### src/rtl/cache_pkg.sv
// Shared widths and FSM state encoding for the direct-mapped byte cache.
package cache_pkg;
  localparam int ADDR_W = 6;
  localparam int DATA_W = 8;

  typedef enum logic [2:0] {
    IDLE   = 3'd0,
    LOOKUP = 3'd1,
    FILL   = 3'd2,
    WRITE  = 3'd3,
    DONE   = 3'd4
  } state_t;
endpackage

### src/rtl/cache_controller_if.sv
// CPU request/response and RAM read/write signals of the cache controller.
interface cache_controller_if;
  import cache_pkg::*;

  logic              cpu_req;
  logic              cpu_we;
  logic [ADDR_W-1:0] cpu_addr;
  logic [DATA_W-1:0] cpu_wdata;
  logic [DATA_W-1:0] cpu_rdata;
  logic              cpu_ready;
  logic              cpu_busy;
  logic              ram_read_en;
  logic [ADDR_W-1:0] ram_read_addr;
  logic [DATA_W-1:0] ram_read_data;
  logic              ram_write_en;
  logic [ADDR_W-1:0] ram_write_addr;
  logic [DATA_W-1:0] ram_write_data;

  modport slave (
    input  cpu_req, cpu_we, cpu_addr, cpu_wdata, ram_read_data,
    output cpu_rdata, cpu_ready, cpu_busy, ram_read_en, ram_read_addr,
           ram_write_en, ram_write_addr, ram_write_data
  );

  modport master (
    output cpu_req, cpu_we, cpu_addr, cpu_wdata, ram_read_data,
    input  cpu_rdata, cpu_ready, cpu_busy, ram_read_en, ram_read_addr,
           ram_write_en, ram_write_addr, ram_write_data
  );
endinterface

### src/rtl/cache_tag_array.sv
// Valid/tag/data storage: combinational lookup port, clocked update port.
// Only the valid bits are reset; tag and data are meaningless while invalid.
module cache_tag_array
  import cache_pkg::*;
#(
  parameter int LINES   = 8,
  parameter int INDEX_W = 3,
  parameter int TAG_W   = 3
) (
  input  logic               clk,
  input  logic               Reset,
  input  logic [INDEX_W-1:0] lookupIndex,
  output logic               lookupValid,
  output logic [TAG_W-1:0]   lookupTag,
  output logic [DATA_W-1:0]  lookupData,
  input  logic               updEn,
  input  logic [INDEX_W-1:0] updIndex,
  input  logic [TAG_W-1:0]   updTag,
  input  logic [DATA_W-1:0]  updData
);
  logic [LINES-1:0]  valid;
  logic [TAG_W-1:0]  tags [LINES];
  logic [DATA_W-1:0] lines [LINES];

  assign lookupValid = valid[lookupIndex];
  assign lookupTag   = tags[lookupIndex];
  assign lookupData  = lines[lookupIndex];

  always_ff @(posedge clk or posedge Reset) begin
    if (Reset) begin
      valid <= '0;
    end else if (updEn) begin
      valid[updIndex] <= 1'b1;
    end
  end

  always_ff @(posedge clk) begin
    if (updEn) begin
      tags[updIndex]  <= updTag;
      lines[updIndex] <= updData;
    end
  end
endmodule

### src/rtl/cache_controller.sv
// Direct-mapped write-through, no-write-allocate byte cache; read hit ready 2 edges, write 3, miss 2+FILL_WAIT.
// Requests are only accepted in IDLE (cpu_busy otherwise); CACHE_STATS_EN adds hit_count/miss_count.
module cache_controller
  import cache_pkg::*;
#(
  parameter int LINES     = 8,
  parameter int FILL_WAIT = 1
) (
  input  logic               clk,
  input  logic               Reset,
  cache_controller_if.slave  bus
`ifdef CACHE_STATS_EN
  ,
  output logic [15:0]        hit_count,
  output logic [15:0]        miss_count
`endif
);
  localparam int INDEX_W = $clog2(LINES);
  localparam int TAG_W   = ADDR_W - INDEX_W;

  state_t            state, nextState;
  logic [ADDR_W-1:0] reqAddr;
  logic              reqWe;
  logic [DATA_W-1:0] reqWdata;
  logic [2:0]        fillCnt;
  logic              fillLast;
  logic              lineValid;
  logic [TAG_W-1:0]  lineTag;
  logic [DATA_W-1:0] lineData;
  logic              hit;
  logic              updEn;
  logic [DATA_W-1:0] updData;
  logic [DATA_W-1:0] rdata;

  cache_tag_array #(
    .LINES  (LINES),
    .INDEX_W(INDEX_W),
    .TAG_W  (TAG_W)
  ) tagArray (
    .clk        (clk),
    .Reset      (Reset),
    .lookupIndex(reqAddr[INDEX_W-1:0]),
    .lookupValid(lineValid),
    .lookupTag  (lineTag),
    .lookupData (lineData),
    .updEn      (updEn),
    .updIndex   (reqAddr[INDEX_W-1:0]),
    .updTag     (reqAddr[ADDR_W-1:INDEX_W]),
    .updData    (updData)
  );

  assign hit      = lineValid && (lineTag == reqAddr[ADDR_W-1:INDEX_W]);
  assign fillLast = (fillCnt == 3'(FILL_WAIT - 1));

  always_ff @(posedge clk or posedge Reset) begin
    if (Reset) state <= IDLE;
    else       state <= nextState;
  end

  // Hit is re-evaluated in WRITE; the line cannot change between LOOKUP and WRITE.
  always_comb begin
    nextState = state;
    updEn     = 1'b0;
    updData   = reqWdata;
    case (state)
      IDLE:    if (bus.cpu_req) nextState = LOOKUP;
      LOOKUP:  if (reqWe)       nextState = WRITE;
               else if (hit)  nextState = DONE;
               else           nextState = FILL;
      FILL:    if (fillLast) begin
                 nextState = DONE;
                 updEn     = 1'b1;
                 updData   = bus.ram_read_data;
               end
      WRITE:   begin
                 nextState = DONE;
                 updEn     = hit;
               end
      DONE:    nextState = IDLE;
      default: nextState = IDLE;
    endcase
  end

  always_ff @(posedge clk or posedge Reset) begin
    if (Reset) begin
      reqAddr  <= '0;
      reqWe    <= 1'b0;
      reqWdata <= '0;
      fillCnt  <= '0;
      rdata    <= '0;
    end else begin
      if (state == IDLE && bus.cpu_req) begin
        reqAddr  <= bus.cpu_addr;
        reqWe    <= bus.cpu_we;
        reqWdata <= bus.cpu_wdata;
      end
      fillCnt <= (state == FILL) ? fillCnt + 3'd1 : 3'd0;
      if (state == LOOKUP && !reqWe && hit) rdata <= lineData;
      if (state == FILL && fillLast)        rdata <= bus.ram_read_data;
    end
  end

  assign bus.cpu_rdata      = rdata;
  assign bus.cpu_ready      = (state == DONE);
  assign bus.cpu_busy       = (state != IDLE);
  assign bus.ram_read_en    = (state == FILL);
  assign bus.ram_read_addr  = reqAddr;
  assign bus.ram_write_en   = (state == WRITE);
  assign bus.ram_write_addr = reqAddr;
  assign bus.ram_write_data = reqWdata;

`ifdef CACHE_STATS_EN
  always_ff @(posedge clk or posedge Reset) begin
    if (Reset) begin
      hit_count  <= '0;
      miss_count <= '0;
    end else if (state == LOOKUP) begin
      if (hit) begin
        if (hit_count != 16'hFFFF) hit_count <= hit_count + 16'd1;
      end else begin
        if (miss_count != 16'hFFFF) miss_count <= miss_count + 16'd1;
      end
    end
  end
`endif
endmodule

### src/flat_wrapper.sv
// flat-port wrapper written by rule: the top's interface ports become plain ports
module cache_controller_flat import cache_pkg::*;
#(
  parameter int LINES     = 8,
  parameter int FILL_WAIT = 1
)
  (clk, Reset, bus_cpu_req, bus_cpu_we, bus_cpu_addr, bus_cpu_wdata, bus_ram_read_data, bus_cpu_rdata, bus_cpu_ready, bus_cpu_busy, bus_ram_read_en, bus_ram_read_addr, bus_ram_write_en, bus_ram_write_addr, bus_ram_write_data);
  cache_controller_if bus_i ();
  input  logic clk;
  input  logic Reset;
  input wire logic [$bits(bus_i.cpu_req)-1:0] bus_cpu_req;
  input wire logic [$bits(bus_i.cpu_we)-1:0] bus_cpu_we;
  input wire logic [$bits(bus_i.cpu_addr)-1:0] bus_cpu_addr;
  input wire logic [$bits(bus_i.cpu_wdata)-1:0] bus_cpu_wdata;
  input wire logic [$bits(bus_i.ram_read_data)-1:0] bus_ram_read_data;
  output wire logic [$bits(bus_i.cpu_rdata)-1:0] bus_cpu_rdata;
  output wire logic [$bits(bus_i.cpu_ready)-1:0] bus_cpu_ready;
  output wire logic [$bits(bus_i.cpu_busy)-1:0] bus_cpu_busy;
  output wire logic [$bits(bus_i.ram_read_en)-1:0] bus_ram_read_en;
  output wire logic [$bits(bus_i.ram_read_addr)-1:0] bus_ram_read_addr;
  output wire logic [$bits(bus_i.ram_write_en)-1:0] bus_ram_write_en;
  output wire logic [$bits(bus_i.ram_write_addr)-1:0] bus_ram_write_addr;
  output wire logic [$bits(bus_i.ram_write_data)-1:0] bus_ram_write_data;
  assign bus_i.cpu_req = bus_cpu_req;
  assign bus_i.cpu_we = bus_cpu_we;
  assign bus_i.cpu_addr = bus_cpu_addr;
  assign bus_i.cpu_wdata = bus_cpu_wdata;
  assign bus_i.ram_read_data = bus_ram_read_data;
  assign bus_cpu_rdata = bus_i.cpu_rdata;
  assign bus_cpu_ready = bus_i.cpu_ready;
  assign bus_cpu_busy = bus_i.cpu_busy;
  assign bus_ram_read_en = bus_i.ram_read_en;
  assign bus_ram_read_addr = bus_i.ram_read_addr;
  assign bus_ram_write_en = bus_i.ram_write_en;
  assign bus_ram_write_addr = bus_i.ram_write_addr;
  assign bus_ram_write_data = bus_i.ram_write_data;
  cache_controller #(.LINES(LINES), .FILL_WAIT(FILL_WAIT)) u_core (.clk(clk), .Reset(Reset), .bus(bus_i));
endmodule
### config.mk
export PLATFORM = sky130hd
export DESIGN_NAME = cache_controller_flat
export DESIGN_NICKNAME = d
export VERILOG_FILES = /design/src/rtl/cache_pkg.sv /design/src/rtl/cache_controller_if.sv /design/src/rtl/cache_tag_array.sv /design/src/rtl/cache_controller.sv /design/src/flat_wrapper.sv
export SDC_FILE = /design/constraint.sdc
export NUM_CORES = 1
export LEC_CHECK = 0
export CORE_ASPECT_RATIO = 0.7
export CORE_UTILIZATION = 45
export DETAILED_ROUTE_END_ITERATION = 10
export PLACE_DENSITY = 0.66
export SYNTH_ARGS = -nofsm -noshare
export SYNTH_HDL_FRONTEND = slang
export SYNTH_SLANG_ARGS = --single-unit
### constraint.sdc
create_clock -name clk -period 6.7 [get_ports clk]
set_input_delay 0.67 -clock clk [delete_from_list [all_inputs] [get_ports clk]]
set_output_delay 0.67 -clock clk [all_outputs]
set_load 0.05 [all_outputs]
Yosys cells after proc, flatten, opt, wreduce, memory -nomap -nowiden

Memory sizes are Yosys's and may differ from the RTL's. A register that Yosys moved wholly into a read port is not among the register bits.
Cells that the tools add are included.

Register bits after elaboration: 29
Memory bits (writable): 88
Bits of input ports: 26
Word-level logic and storage cells: 47
Memories: 2

Memory list:

| memory                | depth | bits a word | read ports | clocked after memory_dff | wr ports | RTL line              | source |
|---|---|---|---|---|---|---|---|
| u_core.tagArray.lines | 8     | 8           | 1          | 1                        | 1        | cache_tag_array.sv:23 | `logic [DATA_W-1:0] lines [LINES];` |
| u_core.tagArray.tags  | 8     | 3           | 1          | 0                        | 1        | cache_tag_array.sv:22 | `logic [TAG_W-1:0] tags [LINES];` |

Add/subtract/negate cells: 1
Magnitude comparators: 2
Equal/unequal tests: 7
Multiplexer cells: 16
Bitwise logic cells: 1
Reduce and logical (&&, ||, !) cells: 12

Operators with widths:

| kind                                                               | count |
|---|---|
| 2-to-1 mux 8 bit                                                   | 2 |
| 2-to-1 mux 3 bit                                                   | 5 |
| case mux 3 bit (4 select lines)                                    | 1 |
| OR 8 bit                                                           | 1 |
| equality test 3 x 2 -> 1 bit (second input constant)               | 2 |
| logical AND 1 bit                                                  | 6 |
| logical NOT 3 bit                                                  | 2 |
| 2-to-1 mux 1 bit                                                   | 5 |
| less-than comparator 3 x 4 -> 1 bit (second input constant)        | 1 |
| adder 3 x 1 -> 3 bit (second input constant)                       | 1 |
| binary-select mux 1 bit (select 3 bit)                             | 1 |
| demux 1 bit (select 3 bit)                                         | 1 |
| equality test 3 x 1 -> 1 bit (second input constant)               | 1 |
| equality test 3 bit                                                | 1 |
| equality test 3 bit (second input constant)                        | 1 |
| greater-or-equal comparator 3 x 1 -> 1 bit (second input constant) | 1 |
| nonzero test 3 bit                                                 | 1 |
| inequality test 2 x 1 -> 1 bit (second input constant)             | 1 |
| inequality test 2 bit (second input constant)                      | 1 |
| case mux 1 bit (2 select lines)                                    | 1 |
| AND reduction 2 bit                                                | 1 |
| nonzero test 2 bit                                                 | 1 |
| logical NOT 1 bit                                                  | 1 |

Longest topological paths before layout

Gate-level depths: netlist of the first run.

Word-level depth: 6
Depth in mapped cells: 10
Gate-level depth less buffers: 8

By module

A second synthesis of the first run with hierarchy kept.

Cell total of the unflattened synthesis: 317
Area total of the unflattened synthesis: 5405.2 µm²

By module, submodules not included:

| module           | times used | cells each | area an instance (µm²) |
|---|---|---|---|
| cache_tag_array  | 1          | 164        | 3799.9 |
| cache_controller | 1          | 153        | 1605.3 |

Least setup slack after synthesis of the first run

No wires, ideal clock.

Path kind: reg-to-reg
Start: reg u_core.reqAddr[2], in the netlist u_core.bus.ram_read_addr[2]
End: mem u_core.tagArray.lines[0][0] (enable)
Setup time: 393 ps
Arrival: 3351 ps
Data required time: 6307 ps
Setup slack: 2956 ps
Stages on the path, launching flop included: 9
Period minus slack after synthesis: 3744 ps
Path through: dfrtp_1 > buf_4 > mux2i_1 > a211oi_1 > or4_4 > a2111oi_4 > a21oi_1 > or2_2 > nor3_1

Longest elaborated chain between the ends: 6
Elaborated cells between the ends (all ways): 8
Classes of those cells: eq/ne: 1; mux: 5; reduce/logical: 1; memory: 1

Ends and longest elaborated chain:

| element                                                                             | RTL line                                      | source |
|---|---|---|
| start, declared                                                                     | cache_controller.sv:22                        | `logic [ADDR_W-1:0] reqAddr;` |
| start signal, assigned                                                              | cache_controller.sv:93                        | `reqAddr <= bus.cpu_addr;` |
| memory (8 x 3 bit) / binary-select mux 1 bit (select 3 bit) (equally long branches) | -                                             |  |
| equality test 3 bit / 2-to-1 mux 1 bit (equally long branches)                      | cache_controller.sv:52, cache_tag_array.sv:25 |  |
| logical AND 1 bit                                                                   | cache_controller.sv:52                        | `assign hit = lineValid && (lineTag == reqAddr[ADDR_W-1:INDEX_W]);` |
| case mux 1 bit (2 select lines)                                                     | cache_controller.sv:65                        | `case (state)` |
| 2-to-1 mux 1 bit                                                                    | cache_tag_array.sv:38                         | `if (updEn) begin` |
| 2-to-1 mux 1 bit (implied by the code)                                              | cache_tag_array.sv:40                         | `lines[updIndex] <= updData;` |
| end, declared                                                                       | cache_tag_array.sv:23                         |  |

Several ways; a longest one is shown, not always the timed one. The select of a mux whose other input is x is not followed.

Worst setup path after layout of the first run

Start: reg u_core.reqAddr[0], in the netlist u_core.bus.ram_read_addr[0]
End: mem u_core.tagArray.tags[7][1] (enable)

Longest elaborated chain between the ends: 6
Elaborated cells between the ends (all ways): 8
Classes of those cells: eq/ne: 1; mux: 5; reduce/logical: 1; memory: 1

Ends and longest elaborated chain:

| element                                                                             | RTL line                                      | source |
|---|---|---|
| memory (8 x 3 bit) / binary-select mux 1 bit (select 3 bit) (equally long branches) | -                                             |  |
| equality test 3 bit / 2-to-1 mux 1 bit (equally long branches)                      | cache_controller.sv:52, cache_tag_array.sv:25 |  |
| logical AND 1 bit                                                                   | cache_controller.sv:52                        |  |
| case mux 1 bit (2 select lines)                                                     | cache_controller.sv:65                        |  |
| 2-to-1 mux 1 bit                                                                    | cache_tag_array.sv:38                         |  |
| 2-to-1 mux 1 bit (implied by the code)                                              | cache_tag_array.sv:39                         | `tags[updIndex] <= updTag;` |
| end, declared                                                                       | cache_tag_array.sv:22                         |  |

Several ways; a longest one is shown, not always the timed one. The select of a mux whose other input is x is not followed.

==> impl_metrics.csv, run 1 <==
group,metric,value,unit
timing,worst_pin_slew,1.22,ns
worst_setup_path,critPathLaunchType,"flip-flop",
worst_setup_path,worst_path_max_delay_cell,"dfrtp_1",
worst_setup_path,setup.worst_path.class,"reg2reg",
finish,drive_gt1_share,15.4,%
timing,setup_viol,0,
logic_synthesis,ys_seq_area_share,66.7,%
finish,fin_cells,595,
clock_tree,cts_resized,0,
logic_synthesis,syn_inst,370,
logic_synthesis,synth_area,5350,um2
logic_synthesis,ys_ff_latch,125,
route,detail_route.iter0.violations,272,
worst_setup_path,cp-endpoint,"u_core.tagArray.tags[7][1]",
timing,slew_violations,0,
worst_setup_path,critPathMaxStageDelay,1.00,ns
logic_synthesis,synth.distinct_cells,46,
worst_setup_path,r2r_cells,7,
logic_synthesis,synth_top_area_cell,"edfxtp_1",
logic_synthesis,synth.top_cells.by_area,"edfxtp_1 (49%), dfrtp_1 (17%), mux2i_1 (5.2%)",
worst_setup_path,r2r-end,"u_core.tagArray.tags[7][1]",
worst_setup_path,worst_setup_path_end_kind,"flip-flop",
placement,dpl.hpwl,7550,um
clock_tree,hold_buffers,0,
logic_synthesis,synth_nets,398,
global_route,grt_pass1_vias,3302,
finish,syn_to_final_growth,23.0,%
floorplanning,fp.dieArea,12300,um2
floorplanning,ios,58,
route,viasPerCell,5.39,
placement,port_buffers,57,
finish,register_area,3570,um2
logic_synthesis,synth-edff-count,88,
logic_synthesis,synth-main-ff-cell,"edfxtp_1",
global_route,grt_first_pass_wirelength,18400,um
route,dr_total_vias,3209,
clock_tree,clk_latency,0.41,ns
clock_tree,cts_buffers,17,
clock_tree,cts_tree,"yes",
power,power_density,526,nW/um2
worst_setup_path,cp.required,6.72,ns
clock_tree,root_buffer,"clkbuf_16",
logic_synthesis,ys_warn_count,0,
global_route,grt_usage,20.4,%
min_path,hold_class,"reg2reg",
clock_tree,clkSinkCount,125,
floorplanning,die-height,93.2,um
floorplanning,die_w,132,um
logic_synthesis,async_reset_ff_share,29.6,%
worst_setup_path,crit_family,"simple AND/OR/NAND/NOR gates",
finish,nets,457,
worst_setup_path,worstPathMaxFanout,28,
timing,fmax,229,MHz
timing,holdWs,0.457,ns
power,power_leakage,2.39,nW
timing,fin_crit_sh,65.2,%
finish,n_antenna_cell,0,
clock_tree,cts.clk_slew.worst_paths,0.05,ns
power,peakVddDrop,0.266,mV
finish,multi_input_area,1600,um2
worst_setup_path,crit_arrival,4.39,ns
logic_synthesis,yosysTopAreaCellShare,49.4,%
worst_setup_path,path_depth,7,
floorplanning,start_util,47.4,%
clock_tree,cts_max_path_buffers,2,
worst_setup_path,worstSetupStartpoint,"u_core.bus.ram_read_addr[0]",
timing,fin_crit,4.37,ns
finish,fillers,911,
floorplanning,num_rows,32,
timing,setup-tns-final,0,ns
global_route,overflow,0,
floorplanning,core,11300,um2
route,wl,11200,um
timing,fin_skew,0.0154,ns
worst_setup_path,critPathBufInv,0,
outcome,run_status,"complete, no violations",
timing,relSlewSlack,18.2,%
global_route,grt_max_degree,38,
worst_setup_path,reg2reg_from,"u_core.bus.ram_read_addr[0]",
route,ant_nets,0,
worst_setup_path,rrSetupSlack,2.33,ns
global_route,antenna_found_initial,0,
timing,grt_setup_unrepaired,"no",
placement,placed_cells,563,
route,firstDrtPassIters,5,
route,routedWlPerCell,18.9,um
clock_tree,cts_setup_buffers,0,
route,drc,0,
timing,final_hold_viol_count,0,
logic_synthesis,syn_avg_cell_area,14.5,um2
worst_setup_path,path_cells,"mux4_1 -> mux2i_1 -> xnor2_1 -> a2111oi_4 -> and2_1 -> o21ai_4 -> nor2_1",
placement,place.gp.congestion,0.827,
clock_tree,ctsHtreeMaxLevel,4,
job,max_cap_violations,0,
[per-layer routing]
layer | GRT usage (%) | vias to the layer above | wire length, um
met5 | 0 | - | 0
met4 | 9.87 | 0 | 191
met3 | 5.80 | 15 | 652
met2 | 29.6 | 105 | 5160
met1 | 28.4 | 1597 | 5240
li1 | - | 1492 | -
[cells by family (layout without fill, tap and decap cells)]
family / Yosys count / after routing / synth area share, %
mux: 55 / 55 / 13.0
xor+xnor: 3 / 3 / 0.491
simple gates: 92 / 92 / 8.40
compound gates: 58 / 58 / 7.65
fa+ha+maj: 2 / 2 / 0.468
flops: 125 / 125 / 66.7
buf+inv: 35 / 107 / 3.32
[stage by stage]
stage / setup WS (ns) / util (%) / area [um2] / total power [mW]
6_report: 2.33 / 58.3 / 6580 / 3.46
5_1_grt: 1.95 / 58.3 / 6580 / 3.64
4_1_cts: 2.27 / 58.3 / 6580 / 3.49
3_5_place_dp: 2.29 / 53.4 / 6030 / 2.63
3_3_place_gp: 2.48 / 53.4 / 6030 / 2.61
2_1_floorplan: 2.96 / - / 5350 / 2.23
[cell type report]
| type | count | share of cell area [%] |
|---|---|---|
| Clock buffer | 19 | 6.58 |
| Clock inverter | 13 | 1.81 |
| Inverter | 11 | 0.628 |
| Multi-Input combinational cell | 210 | 24.4 |
| Sequential cell | 125 | 54.2 |
| Tap cell | 153 | 2.91 |
| Timing Repair Buffer | 64 | 9.47 |
[worst min-delay path by stage]
| stage | start | endpoint | slack (ns) | cells past startpoint |
|---|---|---|---|---|
| 3_3_place_gp | u_core.tagArray.valid[2] | u_core.tagArray.valid[2] | 0.44 | 1 |
| 6_report | u_core.tagArray.valid[0] | u_core.tagArray.valid[0] | 0.46 | 1 |
| 5_1_grt | u_core.tagArray.valid[1] | u_core.tagArray.valid[1] | 0.48 | 1 |
| 3_5_place_dp | u_core.tagArray.valid[1] | u_core.tagArray.valid[1] | 0.45 | 1 |
| 4_1_cts | u_core.tagArray.valid[0] | u_core.tagArray.valid[0] | 0.46 | 1 |
| 2_1_floorplan | u_core.tagArray.valid[4] | u_core.tagArray.valid[4] | 0.43 | 2 |
[flip-flops by register name, summed over array words and instances (netlist names)]
signal / cells
u_core.state: 3
u_core.bus.ram_read_addr: 6
u_core.bus.ram_write_data: 8
u_core.tagArray.tags: 24
u_core.tagArray.valid: 8
u_core.fillCnt: 3
u_core.bus.cpu_rdata: 8
u_core.tagArray.lines: 64
u_core.reqWe: 1
[where the power goes]
| part | leakage [nW] | switching (mW) | internal [mW] |
|---|---|---|---|
| Combinational | 0.895 | 0.843 | 0.521 |
| Clock | 0.260 | 0.339 | 0.511 |
| Sequential | 1.23 | 0.174 | 1.07 |
| Total | 2.39 | 1.36 | 2.11 |
[Yosys cell counts (3+ instances only)]
master and number:
nand2_1 26, nor2_1 27, xnor2_1 3, buf_4 9
o21ai_0 12, a22oi_1 5, inv_1 11, nand3b_1 4
nand2b_1 8, and3_1 3, mux4_2 7, mux2i_1 28
clkbuf_1 8, dfrtp_1 37, nand3_1 3, nor2b_1 5
mux2_2 18, buf_2 4, o21bai_1 3, a21oi_1 12
and2_1 8, nor3_1 4, a31oi_1 8, edfxtp_1 88
a21o_1 3
[worst register-to-register path: cells and delay by family, from the launching register on]
| kind | cells | cell delay [ns] |
|---|---|---|
| AOI/OAI and AO/OA | 2 | 0.62 |
| and+or+nand+nor | 2 | 1.40 |
| DFF | 1 | 1.00 |
| xor gates and xnor gates | 1 | 0.12 |
| muxes | 2 | 0.83 |
[cells in the final DEF (no fill, tap or decap), drive strengths merged, types with 8 or more instances in the layout]
cell type,netlist,routed
edfxtp,88,88
clkdlybuf4s50,0,57
dfrtp,37,37
mux2i,28,28
nor2,27,27
nand2,26,26
clkbuf,8,19
mux2,18,18
o21ai,13,13
inv,11,13
a21oi,12,12
mux4,9,9
nand2b,8,8
and2,8,8
a31oi,8,8
Power figures use the tool's default switching activity.
==> run 2: changes to the inputs <==
clock period = 4.3 ns   (was 6.7 ns; I/O delays follow)
==> run 2 against run 1 <==
  * Non-clock buffer count is 9 higher
  * Hold slack lost 0.010 ns
  * Cell area is 0.80% higher
  * Maximum frequency increased by 17%
  * Sequential share of layout area fell by 0.43 points
  * Global-route usage down 0.45 points
  * Critical endpoint is now u_core.tagArray.lines[0][4]
  * Setup slack got worse by 1.8 ns
  * Cell count up 1.5%
  * Power rose by 56%
  * Clock power is 51% higher
  * Combinational power is 63% higher
==> impl_metrics.csv, run 2 (same netlist as run 1, synthesis figures left out) <==
group,metric,value,unit
timing,slew_violations,0,
timing,fmax,267,MHz
outcome,run_status,"complete, no violations",
clock_tree,ctsHtreeMaxLevel,4,
finish,nets,466,
timing,grt_setup_unrepaired,"no",
global_route,overflow,0,
finish,reg_top3,"u_core.tagArray.lines x64, u_core.tagArray.tags x24",
route,firstDrtPassIters,5,
placement,dp_slack,0.599,ns
worst_setup_path,cp-endpoint,"u_core.tagArray.lines[0][4]",
clock_tree,cts_setup_buffers,0,
global_route,grt_pass1_vias,3216,
floorplanning,fp.dieArea,12300,um2
finish,syn_to_final_growth,24.0,%
timing,setup_viol,0,
clock_tree,root_buffer,"clkbuf_16",
power,power_leakage,2.43,nW
route,dr_total_vias,3294,
floorplanning,ios,58,
worst_setup_path,reg2reg_from,"u_core.bus.ram_read_addr[0]",
timing,relSlewSlack,35.8,%
power,power_density,812,nW/um2
route,wl,11300,um
worst_setup_path,worstSetupStartpoint,"u_core.bus.ram_read_addr[0]",
finish,largest-register,"u_core.tagArray.lines",
timing,worst_slack,0.557,ns
worst_setup_path,r2r_cells,8,
floorplanning,start_util,47.4,%
placement,port_buffers,57,
clock_tree,cts_max_path_buffers,2,
global_route,grt_usage,20.0,%
finish,largest_reg_flops,64,
clock_tree,clkSinkCount,125,
clock_tree,cts.clk_slew.worst_paths,0.05,ns
global_route,antenna_found_initial,0,
finish,drive_gt1_share,16.4,%
clock_tree,hold_buffers,0,
finish,n_antenna_cell,0,
worst_setup_path,cp.required,4.41,ns
global_route,grt_max_degree,38,
placement,dpl.hpwl,7620,um
route,drc,0,
power,p_total,5.39,mW
global_route,grt_first_pass_wirelength,17900,um
timing,setup-tns-final,0,ns
route,viasPerCell,5.45,
worst_setup_path,worst_setup_path_end_kind,"flip-flop",
floorplanning,num_rows,32,
worst_setup_path,crit_arrival,3.85,ns
worst_setup_path,r2r-end,"u_core.tagArray.lines[0][4]",
timing,worst_pin_slew,0.963,ns
clock_tree,cts_tree,"yes",
power,peakVddDrop,0.413,mV
timing,fin_crit_sh,87.1,%
placement,place.gp.congestion,0.873,
min_path,hold_class,"in2async",
finish,final_area,6630,um2
clock_tree,cts_resized,0,
worst_setup_path,worstPathMaxFanout,31,
placement,place_area,6090,um2
route,routedWlPerCell,18.6,um
timing,fin_skew,0.0118,ns
floorplanning,die-height,93.2,um
worst_setup_path,rrSetupSlack,0.56,ns
timing,fin_crit,3.74,ns
worst_setup_path,critPathLaunchType,"flip-flop",
floorplanning,die_w,132,um
route,ant_nets,0,
clock_tree,cts_buffers,17,
job,max_cap_violations,0,
finish,mostFrequentLayoutCells,"edfxtp_1 (88), clkdlybuf4s50_1 (57), dfrtp_1 (37)",
clock_tree,clk_latency,0.41,ns
worst_setup_path,setup.worst_path.class,"reg2reg",
timing,final_hold_viol_count,0,
floorplanning,core,11300,um2
route,detail_route.iter0.violations,304,
timing,holdWs,0.447,ns
finish,layout_commonest_cell,"edfxtp_1",
## run 2: cell types whose count changed in the layout (fill, tap and decap cells not counted), sizes merged
cell	before	now
buf	7	16
clkbuf	19	20
clkinv	6	7
inv	13	11
## run 2: worst min-delay path by stage
stage	startpoint	to	slack, ns	depth (start not counted)
3_3_place_gp	u_core.fillCnt[0]	u_core.fillCnt[0]	0.45	1
2_1_floorplan	u_core.tagArray.valid[4]	u_core.tagArray.valid[4]	0.43	2
4_1_cts	Reset	u_core.fillCnt[0]	0.46	3
3_5_place_dp	u_core.tagArray.valid[2]	u_core.tagArray.valid[2]	0.45	1
6_report	Reset	u_core.fillCnt[0]	0.45	3
5_1_grt	Reset	u_core.bus.cpu_rdata[3]	0.49	3
## run 2: metal layers
layer / GRT usage, % / share of wire [%]
met4: 8.91 / 1.7
met3: 4.82 / 6.0
met1: 28.2 / 47
met2: 29.5 / 45
met5: 0 / 0
## run 2: cell type report
| type | count | area, um2 |
|---|---|---|
| clock buffers | 20 | 437 |
| repair buffers | 73 | 691 |
| fillers | 869 | 4660 |
| clock inverters | 12 | 100 |
| flip-flops and latches | 125 | 3570 |
| well taps | 153 | 191 |
| multi-input cells | 210 | 1600 |
| inverters | 11 | 41.3 |
## run 2: worst max-delay path: stages (launching register included)
cell	delay [ns]
dfrtp_1	0.68
buf_4	0.45
a21oi_1	0.10
or4_4	0.44
a2111oi_4	0.51
a21oi_1	0.14
or2_2	0.35
nor3_1	0.49
buf_4	0.29
## run 2: metrics by stage
stage / instances / utilization (%)
6_report: 604 / 58.7
3_3_place_gp: 572 / 54.0
2_1_floorplan: 370 / -
3_5_place_dp: 572 / 54.0
4_1_cts: 604 / 58.7
5_1_grt: 604 / 58.7
## run 2: where the power goes
part           leakage [nW]  internal [mW]  switching (mW)
logic                 0.943          0.826            1.39
registers              1.23           1.68           0.210
clock network         0.251          0.786           0.495
total                  2.43           3.29            2.10
==> run 3: changes to the inputs <==
--- a/config.mk
+++ b/config.mk
@@ -8,4 +8,5 @@
 export CORE_ASPECT_RATIO = 0.7
 export CORE_UTILIZATION = 45
+export CTS_CLUSTER_DIAMETER = 80
 export DETAILED_ROUTE_END_ITERATION = 10
 export PLACE_DENSITY = 0.66
==> constraint.sdc (replaced) <==
create_clock -name clk -period 4.3 [get_ports clk]
set_input_delay 0.43 -clock clk [delete_from_list [all_inputs] [get_ports clk]]
set_output_delay 0.43 -clock clk [all_outputs]
set_load 0.02 [all_outputs]
==> results of run 3 <==
The final DEF is identical to that of run 2. Status: complete, no violations.
Among the figures that moved: total power 5.39 mW -> 5.05 mW; worst IR drop on VDD 0.413 mV -> 0.335 mV
